`src/rtl/rice_inst_decode_stage_pkg.sv`:
```
// Purpose: RISC-V opcode/format encodings and the XLEN-independent decode of one instruction.
// Latency: n/a (types, constants and a combinational helper function).
// Backpressure: n/a.
// Contents: immediate-width constants, rice_opcode_e, rice_inst_type_e,
//           rice_riscv_inst_info and get_inst_info().
package rice_inst_decode_stage_pkg;

    // Width of the immediate field as encoded in the instruction word
    localparam int unsigned IMM_I_W = 12;
    localparam int unsigned IMM_S_W = 12;
    localparam int unsigned IMM_B_W = 13;
    localparam int unsigned IMM_U_W = 20;
    localparam int unsigned IMM_J_W = 21;

    typedef enum logic [6:0] {
        OPC_LOAD     = 7'b0000011,
        OPC_MISC_MEM = 7'b0001111,
        OPC_OP_IMM   = 7'b0010011,
        OPC_AUIPC    = 7'b0010111,
        OPC_STORE    = 7'b0100011,
        OPC_OP       = 7'b0110011,
        OPC_LUI      = 7'b0110111,
        OPC_BRANCH   = 7'b1100011,
        OPC_JALR     = 7'b1100111,
        OPC_JAL      = 7'b1101111,
        OPC_SYSTEM   = 7'b1110011
    } rice_opcode_e;

    // Illegal encodings are reported as TYPE_R so their immediate reads as zero
    typedef enum logic [2:0] {
        TYPE_R = 3'd0,
        TYPE_I = 3'd1,
        TYPE_S = 3'd2,
        TYPE_B = 3'd3,
        TYPE_U = 3'd4,
        TYPE_J = 3'd5
    } rice_inst_type_e;

    typedef struct packed {
        logic [6:0]      opcode;
        rice_inst_type_e inst_type;
        logic [2:0]      funct3;
        logic [6:0]      funct7;
        logic [4:0]      rs1;
        logic [4:0]      rs2;
        logic [4:0]      rd;
        logic            rs1_used;
        logic            rs2_used;
        logic            rd_write;
        logic            illegal;
    } rice_riscv_inst_info;

    function automatic rice_riscv_inst_info get_inst_info(input logic [31:0] inst);
        rice_riscv_inst_info info;
        logic known;
        logic sys_csr_reg;
        logic sys_no_rd;
        info           = '0;
        info.opcode    = inst[6:0];
        info.funct3    = inst[14:12];
        info.funct7    = inst[31:25];
        info.rs1       = inst[19:15];
        info.rs2       = inst[24:20];
        info.rd        = inst[11:7];
        info.inst_type = TYPE_R;
        known          = 1'b1;
        case (inst[6:0])
            OPC_LOAD, OPC_MISC_MEM, OPC_OP_IMM, OPC_JALR, OPC_SYSTEM: info.inst_type = TYPE_I;
            OPC_STORE:            info.inst_type = TYPE_S;
            OPC_BRANCH:           info.inst_type = TYPE_B;
            OPC_LUI, OPC_AUIPC:   info.inst_type = TYPE_U;
            OPC_JAL:              info.inst_type = TYPE_J;
            OPC_OP:               info.inst_type = TYPE_R;
            default:              known = 1'b0;
        endcase
        info.illegal = !known || (inst[1:0] != 2'b11) || (inst == 32'd0);
        // CSRRW/CSRRS/CSRRC read rs1; the immediate CSR forms reuse the field as zimm
        sys_csr_reg = (inst[6:0] == OPC_SYSTEM) && (inst[14:12] inside {3'd1, 3'd2, 3'd3});
        // ECALL/EBREAK/xRET and fences never write a register even with rd != 0
        sys_no_rd   = (inst[6:0] == OPC_MISC_MEM) ||
                      ((inst[6:0] == OPC_SYSTEM) && (inst[14:12] == 3'd0));
        info.rs2_used = !info.illegal &&
                        (info.inst_type inside {TYPE_R, TYPE_S, TYPE_B});
        info.rs1_used = !info.illegal &&
                        ((info.inst_type inside {TYPE_R, TYPE_S, TYPE_B}) ||
                         (inst[6:0] inside {OPC_JALR, OPC_LOAD, OPC_OP_IMM}) || sys_csr_reg);
        info.rd_write = !info.illegal && (inst[11:7] != 5'd0) && !sys_no_rd &&
                        (info.inst_type inside {TYPE_R, TYPE_I, TYPE_U, TYPE_J});
        return info;
    endfunction

endpackage

```
`src/rtl/rice_inst_decode_stage_if.sv`:
```
// Purpose: fetch-side and execute-side handshake/data bundle of the decode stage.
// Latency: n/a (wires only).
// Backpressure: carries i_inst_valid/o_inst_ready and o_dec_valid/i_dec_ready.
// Modports: slave = decode stage view, master = fetch/execute (environment) view.
interface rice_inst_decode_stage_if #(
    parameter int XLEN = 32
);
    import rice_inst_decode_stage_pkg::*;

    logic            i_inst_valid;
    logic            o_inst_ready;
    logic [31:0]     i_inst;
    logic [XLEN-1:0] i_pc;
    logic            o_dec_valid;
    logic            i_dec_ready;
    logic [XLEN-1:0] o_pc;
    logic [6:0]      o_opcode;
    rice_inst_type_e o_inst_type;
    logic [2:0]      o_funct3;
    logic [6:0]      o_funct7;
    logic [4:0]      o_rs1;
    logic [4:0]      o_rs2;
    logic [4:0]      o_rd;
    logic            o_rs1_used;
    logic            o_rs2_used;
    logic            o_rd_write;
    logic [XLEN-1:0] o_imm;
    logic            o_illegal;

    modport slave (
        input  i_inst_valid, i_inst, i_pc, i_dec_ready,
        output o_inst_ready, o_dec_valid, o_pc, o_opcode, o_inst_type, o_funct3, o_funct7,
               o_rs1, o_rs2, o_rd, o_rs1_used, o_rs2_used, o_rd_write, o_imm, o_illegal
    );

    modport master (
        output i_inst_valid, i_inst, i_pc, i_dec_ready,
        input  o_inst_ready, o_dec_valid, o_pc, o_opcode, o_inst_type, o_funct3, o_funct7,
               o_rs1, o_rs2, o_rd, o_rs1_used, o_rs2_used, o_rd_write, o_imm, o_illegal
    );

endinterface

```
`src/rtl/rice_skid_buffer.sv`:
```
// Purpose: registered valid/ready pipeline stage, optionally with a one-entry skid register.
// Latency: 1 cycle from input accept to output valid.
// Backpressure: SKID_BUFFER=1 ready comes from a flop (low only while skid holds data);
//               SKID_BUFFER=0 ready = !o_valid || i_ready (combinational). i_flush empties all.
// Ports: i_valid/o_ready/i_data upstream, o_valid/i_ready/o_data downstream.
module rice_skid_buffer #(
    parameter int WIDTH       = 8,
    parameter bit SKID_BUFFER = 1'b1
) (
    input  logic             i_clk,
    input  logic             i_rst,
    input  logic             i_flush,
    input  logic             i_valid,
    output logic             o_ready,
    input  logic [WIDTH-1:0] i_data,
    output logic             o_valid,
    input  logic             i_ready,
    output logic [WIDTH-1:0] o_data
);
    logic             out_vld_q, out_vld_d;
    logic [WIDTH-1:0] out_dat_q, out_dat_d;
    logic             out_free;   // output register empty or draining this cycle

    assign o_valid  = out_vld_q;
    assign o_data   = out_dat_q;
    assign out_free = !out_vld_q || i_ready;

    generate
        if (SKID_BUFFER) begin : g_skid
            logic             skid_vld_q, skid_vld_d;
            logic [WIDTH-1:0] skid_dat_q, skid_dat_d;
            logic             rdy_q;
            logic             in_fire;

            assign o_ready = rdy_q;
            assign in_fire = i_valid && rdy_q;

            // rdy_q mirrors !skid_vld_q, so an accept never coincides with a full skid
            always_comb begin
                out_vld_d  = out_vld_q;
                out_dat_d  = out_dat_q;
                skid_vld_d = skid_vld_q;
                skid_dat_d = skid_dat_q;
                if (i_flush) begin
                    out_vld_d  = 1'b0;
                    skid_vld_d = 1'b0;
                end else if (out_free) begin
                    if (skid_vld_q) begin
                        out_vld_d  = 1'b1;
                        out_dat_d  = skid_dat_q;
                        skid_vld_d = 1'b0;
                    end else begin
                        out_vld_d = in_fire;
                        if (in_fire) out_dat_d = i_data;
                    end
                end else if (in_fire) begin
                    skid_vld_d = 1'b1;
                    skid_dat_d = i_data;
                end
            end

            always_ff @(posedge i_clk) begin
                if (i_rst) begin
                    skid_vld_q <= 1'b0;
                    skid_dat_q <= '0;
                    rdy_q      <= 1'b1;
                end else begin
                    skid_vld_q <= skid_vld_d;
                    skid_dat_q <= skid_dat_d;
                    rdy_q      <= !skid_vld_d;
                end
            end
        end else begin : g_pass
            assign o_ready = out_free;

            always_comb begin
                out_vld_d = out_vld_q;
                out_dat_d = out_dat_q;
                if (i_flush) begin
                    out_vld_d = 1'b0;
                end else if (out_free) begin
                    out_vld_d = i_valid;
                    if (i_valid) out_dat_d = i_data;
                end
            end
        end
    endgenerate

    always_ff @(posedge i_clk) begin
        if (i_rst) begin
            out_vld_q <= 1'b0;
            out_dat_q <= '0;
        end else begin
            out_vld_q <= out_vld_d;
            out_dat_q <= out_dat_d;
        end
    end

endmodule

```
`src/rtl/rice_inst_decode_stage.sv`:
```
// Purpose: RV32I/RV64I decode stage: field split, format class, sign-extended immediate, flags.
// Latency: 1 cycle (accept in cycle N, decoded fields on outputs in cycle N+1).
// Backpressure: valid/ready both sides via rice_skid_buffer; i_flush drops held and incoming work.
// Ports: i_clk, i_rst (sync, active-high), i_flush, bus (slave modport: fetch in, decoded out).
module rice_inst_decode_stage
    import rice_inst_decode_stage_pkg::*;
#(
    parameter int XLEN        = 32,
    parameter bit SKID_BUFFER = 1'b1
) (
    input  logic                     i_clk,
    input  logic                     i_rst,
    input  logic                     i_flush,
    rice_inst_decode_stage_if.slave  bus
);
    typedef struct packed {
        logic [XLEN-1:0]     pc;
        rice_riscv_inst_info info;
        logic [XLEN-1:0]     imm;
    } payload_t;

    rice_riscv_inst_info info;
    logic [31:0]         imm32;
    logic [31:0]         inst;
    payload_t            in_pl;
    payload_t            out_pl;

    assign inst = bus.i_inst;

    // Every immediate fits in 32 bits; a signed size cast widens it to XLEN
    always_comb begin
        info  = get_inst_info(inst);
        imm32 = '0;
        case (info.inst_type)
            TYPE_I:  imm32 = {{(32-IMM_I_W){inst[31]}}, inst[31:20]};
            TYPE_S:  imm32 = {{(32-IMM_S_W){inst[31]}}, inst[31:25], inst[11:7]};
            TYPE_B:  imm32 = {{(32-IMM_B_W){inst[31]}}, inst[31], inst[7], inst[30:25],
                              inst[11:8], 1'b0};
            TYPE_U:  imm32 = {inst[31:32-IMM_U_W], 12'b0};
            TYPE_J:  imm32 = {{(32-IMM_J_W){inst[31]}}, inst[31], inst[19:12], inst[20],
                              inst[30:21], 1'b0};
            default: imm32 = '0;
        endcase
        in_pl.pc   = bus.i_pc;
        in_pl.info = info;
        in_pl.imm  = XLEN'($signed(imm32));
    end

    rice_skid_buffer #(
        .WIDTH       ($bits(payload_t)),
        .SKID_BUFFER (SKID_BUFFER)
    ) u_skid (
        .i_clk   (i_clk),
        .i_rst   (i_rst),
        .i_flush (i_flush),
        .i_valid (bus.i_inst_valid),
        .o_ready (bus.o_inst_ready),
        .i_data  (in_pl),
        .o_valid (bus.o_dec_valid),
        .i_ready (bus.i_dec_ready),
        .o_data  (out_pl)
    );

    assign bus.o_pc        = out_pl.pc;
    assign bus.o_opcode    = out_pl.info.opcode;
    assign bus.o_inst_type = out_pl.info.inst_type;
    assign bus.o_funct3    = out_pl.info.funct3;
    assign bus.o_funct7    = out_pl.info.funct7;
    assign bus.o_rs1       = out_pl.info.rs1;
    assign bus.o_rs2       = out_pl.info.rs2;
    assign bus.o_rd        = out_pl.info.rd;
    assign bus.o_rs1_used  = out_pl.info.rs1_used;
    assign bus.o_rs2_used  = out_pl.info.rs2_used;
    assign bus.o_rd_write  = out_pl.info.rd_write;
    assign bus.o_illegal   = out_pl.info.illegal;
    assign bus.o_imm       = out_pl.imm;

endmodule

```
`src/flat_wrapper.sv`:
```
// flat-port wrapper written by rule: the top's interface ports become plain ports
module rice_inst_decode_stage_flat import rice_inst_decode_stage_pkg::*;
#(
    parameter int XLEN        = 32,
    parameter bit SKID_BUFFER = 1'b1
)
  (i_clk, i_rst, i_flush, bus_i_inst_valid, bus_i_inst, bus_i_pc, bus_i_dec_ready, bus_o_inst_ready, bus_o_dec_valid, bus_o_pc, bus_o_opcode, bus_o_inst_type, bus_o_funct3, bus_o_funct7, bus_o_rs1, bus_o_rs2, bus_o_rd, bus_o_rs1_used, bus_o_rs2_used, bus_o_rd_write, bus_o_imm, bus_o_illegal);
  rice_inst_decode_stage_if #(.XLEN(XLEN)) bus_i ();
  input  logic i_clk;
  input  logic i_rst;
  input  logic i_flush;
  input wire logic [$bits(bus_i.i_inst_valid)-1:0] bus_i_inst_valid;
  input wire logic [$bits(bus_i.i_inst)-1:0] bus_i_inst;
  input wire logic [$bits(bus_i.i_pc)-1:0] bus_i_pc;
  input wire logic [$bits(bus_i.i_dec_ready)-1:0] bus_i_dec_ready;
  output wire logic [$bits(bus_i.o_inst_ready)-1:0] bus_o_inst_ready;
  output wire logic [$bits(bus_i.o_dec_valid)-1:0] bus_o_dec_valid;
  output wire logic [$bits(bus_i.o_pc)-1:0] bus_o_pc;
  output wire logic [$bits(bus_i.o_opcode)-1:0] bus_o_opcode;
  output wire logic [$bits(bus_i.o_inst_type)-1:0] bus_o_inst_type;
  output wire logic [$bits(bus_i.o_funct3)-1:0] bus_o_funct3;
  output wire logic [$bits(bus_i.o_funct7)-1:0] bus_o_funct7;
  output wire logic [$bits(bus_i.o_rs1)-1:0] bus_o_rs1;
  output wire logic [$bits(bus_i.o_rs2)-1:0] bus_o_rs2;
  output wire logic [$bits(bus_i.o_rd)-1:0] bus_o_rd;
  output wire logic [$bits(bus_i.o_rs1_used)-1:0] bus_o_rs1_used;
  output wire logic [$bits(bus_i.o_rs2_used)-1:0] bus_o_rs2_used;
  output wire logic [$bits(bus_i.o_rd_write)-1:0] bus_o_rd_write;
  output wire logic [$bits(bus_i.o_imm)-1:0] bus_o_imm;
  output wire logic [$bits(bus_i.o_illegal)-1:0] bus_o_illegal;
  assign bus_i.i_inst_valid = bus_i_inst_valid;
  assign bus_i.i_inst = bus_i_inst;
  assign bus_i.i_pc = bus_i_pc;
  assign bus_i.i_dec_ready = bus_i_dec_ready;
  assign bus_o_inst_ready = bus_i.o_inst_ready;
  assign bus_o_dec_valid = bus_i.o_dec_valid;
  assign bus_o_pc = bus_i.o_pc;
  assign bus_o_opcode = bus_i.o_opcode;
  assign bus_o_inst_type = bus_i.o_inst_type;
  assign bus_o_funct3 = bus_i.o_funct3;
  assign bus_o_funct7 = bus_i.o_funct7;
  assign bus_o_rs1 = bus_i.o_rs1;
  assign bus_o_rs2 = bus_i.o_rs2;
  assign bus_o_rd = bus_i.o_rd;
  assign bus_o_rs1_used = bus_i.o_rs1_used;
  assign bus_o_rs2_used = bus_i.o_rs2_used;
  assign bus_o_rd_write = bus_i.o_rd_write;
  assign bus_o_imm = bus_i.o_imm;
  assign bus_o_illegal = bus_i.o_illegal;
  rice_inst_decode_stage #(.XLEN(XLEN), .SKID_BUFFER(SKID_BUFFER)) u_core (.i_clk(i_clk), .i_rst(i_rst), .i_flush(i_flush), .bus(bus_i));
endmodule
```
`config.mk`:
```
export PLATFORM = sky130hd
export DESIGN_NAME = rice_inst_decode_stage_flat
export DESIGN_NICKNAME = d
export VERILOG_FILES = /design/src/rtl/rice_inst_decode_stage_pkg.sv /design/src/rtl/rice_inst_decode_stage_if.sv /design/src/rtl/rice_skid_buffer.sv /design/src/rtl/rice_inst_decode_stage.sv /design/src/flat_wrapper.sv
export SDC_FILE = /design/constraint.sdc
export NUM_CORES = 1
export LEC_CHECK = 0
export CORE_ASPECT_RATIO = 1.4
export CORE_UTILIZATION = 55
export DETAILED_ROUTE_END_ITERATION = 8
export PLACE_DENSITY = 0.84
export SLEW_MARGIN = 20
export SYNTH_ARGS = -nofsm -noshare
export SYNTH_HDL_FRONTEND = slang
export SYNTH_SLANG_ARGS = --single-unit
```
`constraint.sdc`:
```
create_clock -name i_clk -period 3.2 [get_ports i_clk]
set_input_delay 0.96 -clock i_clk [delete_from_list [all_inputs] [get_ports i_clk]]
set_output_delay 0.96 -clock i_clk [all_outputs]
set_load 0.005 [all_outputs]
```
==> run metrics <==
die area 16400 um2; Worst-path clk slew 0.06 ns; Max Cap Viol 0; worst skew pair latency 0.50 ns; combinational share of power 11.6%; total wire length 23.4 mm; Synth Area per Inst 8.62 um2; Int Power 4.25 mW; NetSw 1.35 mW; TritonCTS buffer count 20; period utilisation layout 83.1%; core area 15500 um2; min Tclk post-route 2.66 ns; Top delay family on crit path buffers and inverters; Yosys Warn Count 0; layout cells sized above 1 7.33%; crit-path max FO 8; chip width 108 um; synthesized cell area 8720 um2; # rows 54; Critical path origin bus_i_inst[4]; Post-CTS Hold Fix Bufs 0; Max Transition Viols Final 0; CP max stage cell clkdlybuf4s50_1; Power Density 495 nW/um2; Antenna Cells 0; Fill cells 1208; largest net degree at the start of global routing 93; Worst-Margin Slew 0.744 ns; via count 8014; RR Startpoint u_core.u_skid.o_ready; dpl hpwl 15.5 mm; final setup vio count 0; count leader, synth dfxtp_1; IO buf count 173; status finished, final reports clean; CP endpoint kind register; Final nets 1231; Routed Antenna Nets 0; fmax 0.376 GHz; vias in the first global route 7547; RSZ-0062 raised after global routing no; vias per cell 5.85; Die Ht 151 um; Yosys top cell area share 48.0%; worst path bufs/invs 2; FF+latch count, synth 209; max_slew headroom 50.2%; first-pass GRT wire length 37.4 mm; worst-case clock skew 0.0204 ns; leak pwr 3.82 nW; Synth area leaders dfxtp_1 48%, nand2_1 8.0%, mux2i_1 7.7%, a211oi_1 6.6%, a21oi_1 6.1%; ys async rst share 0%; placer's final routability congestion estimate 0.854; final hold viol count 0; critical path class in -> reg; Clk network pwr share 39.6%; worst min-delay path class reg -> reg; Hold Startpoint u_core.u_skid.g_skid.skid_dat_q[5]; TritonCTS clock tree built; routed length per placed instance 17.1 um; synth cell count leaders 209 x dfxtp_1, 185 x nand2_1, 106 x a21oi_1; number of synthesized flops with an enable pin 0; antenna violations before repair 0; CP Cell Sequence clkdlybuf4s50_1 > buf_4 > a211o_1 > nor4_4 > a221oi_1 > nor3_1; switch share 24.1%; count of different cell masters after synthesis 59; CP Launch Type input port; Mapped Cells 1012; area grow syn2layout 29.7%; Crit path largest cell delay 0.54 ns; GRT Util Overall 28.3%; post-CTS sizing 0; TritonCTS Sinks 209; setup_tns 0 ns; H-Tree Level Count 1; WP data required 3.60 ns; fin area 11300 um2; peak supply drop 0.438 mV; # DRC 0; post-CTS setup repair buffer count 0; IO Count 174; area leader, netlist dfxtp_1; WP data arrival 3.06 ns; Starting DRT DRC Count 450; fin util 72.8%; initial cell density of the core 56.1%; Syn Nets 1081; Post-synth top flop dfxtp_1; placed standard-cell area 10700 um2; residual overflow from global routing 0; register area share after synthesis 48.0%; Max Root-Sink Buffers 3; root buf cell clkbuf_16; sequential share of power 48.8%; first drt pass iteration count 8
==> cells by family after synthesis <==
logic type,Yosys count,synth area share (%)
and+or+nand+nor,352,17.8
muxes,68,7.82
DFF,209,48.0
buffers and inverters,94,4.59
AOI/OAI and AO/OA,289,21.8
==> sequential cells by signal, summed over array words and instances, names as in the netlist <==
register                         cells
u_core.u_skid.o_ready                1
u_core.u_skid.g_skid.skid_dat_q    103
u_core.u_skid.o_data               103
u_core.u_skid.o_valid                1
u_core.u_skid.g_skid.skid_vld_q      1
==> cell type report <==
cell class                      instances  area, um2  area share (%)
Tap cell                              196        245            2.17
Clock buffer                           32        577            5.10
Clock inverter                          2       13.8           0.122
Sequential cell                       209       4190            37.0
Multi-Input combinational cell        709       4150            36.7
Inverter                                6       22.5           0.199
Timing Repair Buffer                  216       2110            18.7
==> tightest hold or removal path, stage by stage (launching register included) <==
cell	delay [ns]
dfxtp_1	0.31
nand2_1	0.05
a21oi_1	0.05
==> per-stage QoR <==
stage / total power [mW] / hold slack [ns] / setup slack, ns / cells
floorplan: 3.07 / 0.432 / 0.867 / 1012
global placement: 3.42 / 0.438 / 0.114 / 1336
detailed placement: 3.43 / 0.445 / 0.0457 / 1336
CTS: 5.62 / 0.452 / 0.564 / 1370
global route: 5.79 / 0.469 / 0.341 / 1370
finish: 5.60 / 0.452 / 0.542 / 1370
==> routing by layer <==
layer | vias to the layer above | track usage [%] | share of wire, %
li1 | 3876 | - | -
met1 | 3767 | 33.3 | 39
met2 | 310 | 49.9 | 51
met3 | 61 | 4.30 | 6.1
met4 | 0 | 13.5 | 4.0
met5 | - | 0 | 0
==> power groups by stage <==
stage               Sequential [mW]  Clock, mW  Combinational [mW]
global placement               2.79          0               0.635
CTS                            2.73       2.24               0.648
finish                         2.73       2.22               0.648
floorplan                      2.79          0               0.278
detailed placement             2.79          0               0.644
global route                   2.74       2.35               0.702
==> placed cells by master, fill, tap and decap left out, types with 2 or more instances in the layout <==
cell             synthesis  routed
mux2i_1                 67      67
a32o_1                  13      13
dfxtp_1                209     208
or3_1                    8       7
nand3_1                  9       9
o21ai_0                 43      43
nand2_1                185     185
nor2_1                  95      95
buf_4                    2      39
a21o_1                   2       2
a21oi_1                106     106
a211oi_1                77      77
buf_12                   0       5
nand2b_1                18      18
or4_1                    2       2
a311oi_1                 2       2
clkdlybuf4s50_1          0     172
inv_1                    5       5
o22ai_1                  3       3
and3_1                   2       2
o31ai_1                  2       2
clkbuf_16                0      21
o211ai_1                 2       2
a21boi_0                 2       2
nor3_2                   2       2
nand4bb_1                2       2
a221oi_1                14      14
nand3b_1                 2       2
nor4_4                   2       2
a22oi_1                  7       7
nor2b_1                  4       4
o32ai_1                  2       2
nor3_1                  11      10
clkbuf_1                61      10
a211o_1                  2       2
==> final timing paths <==
| path | end | slack (ns) | cells past startpoint |
|---|---|---|---|
| setup reg to reg | u_core.u_skid.g_skid.skid_dat_q[20] | 1.35 | 4 |
| setup / recovery | u_core.u_skid.o_data[6] | 0.54 | 6 |
| hold / removal | u_core.u_skid.g_skid.skid_dat_q[5] | 0.45 | 2 |
| hold reg to reg | u_core.u_skid.g_skid.skid_dat_q[5] | 0.45 | 2 |
No activity file was read; power rests on OpenSTA's default activity.
==> RTL change, RTL diff (same flow settings) <==
Take the reset off `out_dat_q` and load it in a clocked block of its own.
--- a/src/rtl/rice_skid_buffer.sv
+++ b/src/rtl/rice_skid_buffer.sv
@@ -90,9 +90,11 @@
         if (i_rst) begin
             out_vld_q <= 1'b0;
-            out_dat_q <= '0;
         end else begin
             out_vld_q <= out_vld_d;
-            out_dat_q <= out_dat_d;
         end
+    end
+
+    always_ff @(posedge i_clk) begin
+        out_dat_q <= out_dat_d;
     end
 
Function: differs if i_rst is asserted again (counterexample within 4 cycles, from zero or initial values and one cycle with i_rst high); with i_rst held inactive, the same outputs for 4 cycles.
==> RTL change against the unedited design <==
Design area fell by 0.82%. Synthesized area down 1.6%. Sequential cell count unchanged. Power grew 2.2%. Maximum frequency up 1.8%. Routed wire length down 7.8%. Setup slack better by 47 ps. Clock skew grew 6.7 ps. Combinational power is 26% lower. Largest power group unchanged. First-iteration DRC count up 3.3%. Highest routed layer unchanged.
==> RTL change: results (changes against the unedited design) <==
- Status: finished, final reports clean
- First-pass GRT wire length: 33600 µm (-10%)
- Largest net degree at the start of global routing: 58 (-38%)
- Worst slack at placement: 60.8 ps (+15.1 ps)
- Post-DP HPWL: 13700 µm (-11%)
- Routed WL: 21500 µm (-7.8%)
- RD Place Congestion: 0.909 (+6.4%)
- Final-stage net count: 1017 (-17%)
- Top cells by area, synth: edfxtp_1, dfxtp_1, mux2_2, nand2_1, a21oi_1
- Most common cell in the synthesized netlist: nand2_1
- Final Hold Fails: 0 (unchanged)
- Post-synth EDFFs: 103 (+103)
- Tot GR Track Use: 26.8% (-1.6 points)
- Commonest cells in the netlist: nand2_1, dfxtp_1, edfxtp_1
- Fin crit share: 81.6% (-1.5 points)
- Peak supply drop: 0.484 mV (+10%)
- Number of global-route vias before repair: 6407 (-15%)
- CP max FO: 10 (+2)
- Initial antenna violation count: 0 (unchanged)
- DR iter-0 viols: 465 (+3.3%)
- Worst path arrival time: 3030 ps (-30 ps)
- Clk_skew: 27.1 ps (+6.69 ps)
- Leakage: 3.87 nW (+1.2%)
- Layout cells sized above 1: 15.1% (+7.7 points)
- Core footprint: 15100 µm² (-2.7%)
- Yosys cell types: 53 (-10%)
- Async set-reset flop share out of synthesis: 0% (unchanged)
- Relative slew slack: 55.6% (+5.4 points)
- Synth Flop Type: dfxtp_1
- DR pass1 iterations: 5 (-3)
- Sequential share of the synthesized area: 60.8% (+13 points)
- CTS root buf: clkbuf_16
- Synthesized Nets: 851 (-21%)
- Hold path cells: 2 (unchanged)
- R2r worst-path depth: 5 (+1)
- Vias: 6694 (-16%)
- Total gr overflow: 0 (unchanged)
[RTL change: worst max-delay path, cell delays in order]
cell and delay [ps]:
clkdlybuf4s50_1 690, nor2b_1 360, and3_1 240, o21a_1 390, nand2_1 160, a211oi_1 220
[RTL change: final timing paths]
check                                                      to                                             start  slack (ps)
max          u_core.u_skid.g_skid.skid_dat_q[14]$_SDFFE_PP0P_                                     bus_i_inst[5]         590
min          u_core.u_skid.g_skid.skid_dat_q[99]$_SDFFE_PP0P_  u_core.u_skid.g_skid.skid_dat_q[99]$_SDFFE_PP0P_         450
max reg2reg  u_core.u_skid.g_skid.skid_dat_q[92]$_SDFFE_PP0P_                  u_core.u_skid.o_ready$_SDFF_PP1_        1200
min reg2reg  u_core.u_skid.g_skid.skid_dat_q[99]$_SDFFE_PP0P_  u_core.u_skid.g_skid.skid_dat_q[99]$_SDFFE_PP0P_         450
[RTL change: logic make-up after synthesis]
kind of cell | count (synthesis) | synth area share [%]
AND/OR/NAND/NOR | 267 | 13.4
buffers and inverters | 65 | 3.40
adder cells (fa/ha/maj) | 1 | 0.117
flip-flops | 209 | 60.8
XOR/XNOR | 1 | 0.102
AO/OA/AOI/OAI | 175 | 13.8
multiplexers | 64 | 8.40
[RTL change: stage by stage]
| step | TNS [ps] | util, % | instances | instance area (µm²) | hold WS (ps) |
|---|---|---|---|---|---|
| 2_1_floorplan | -1880 | - | 782 | 8600 | 432 |
| 3_3_place_gp | 0 | 70.0 | 1118 | 10600 | 438 |
| 3_5_place_dp | 0 | 70.0 | 1118 | 10600 | 444 |
| 4_1_cts | 0 | 74.2 | 1154 | 11200 | 452 |
| 5_1_grt | 0 | 74.2 | 1154 | 11200 | 470 |
| 6_report | 0 | 74.2 | 1154 | 11200 | 452 |
[RTL change: routing by layer]
metal | vias up | part of all wire (%) | track usage (%) | wire length, µm
met5 | - | 0 | 0 | 0
met4 | 0 | 3.4 | 11.1 | 723
met3 | 46 | 5.6 | 3.18 | 1200
met2 | 257 | 53 | 46.8 | 11400
met1 | 3253 | 38 | 33.4 | 8260
li1 | 3138 | - | - | -
[RTL change: cell type report]
type                            instances  area [µm²]
Clock buffer                           27         537
Clock inverter                          9         103
Fill cell                            1043        3900
Inverter                                4        15.0
Multi-Input combinational cell        508        3100
Sequential cell                       209        5220
Tap cell                              192         240
Timing Repair Buffer                  205        2010
[RTL change: power breakdown]
part	total, mW	switching [mW]	leakage (nW)	internal [mW]
logic	0.481	0.222	1.73	0.258
registers	2.91	0.0251	1.82	2.88
clock network	2.33	0.985	0.312	1.34
total	5.72	1.23	3.87	4.49
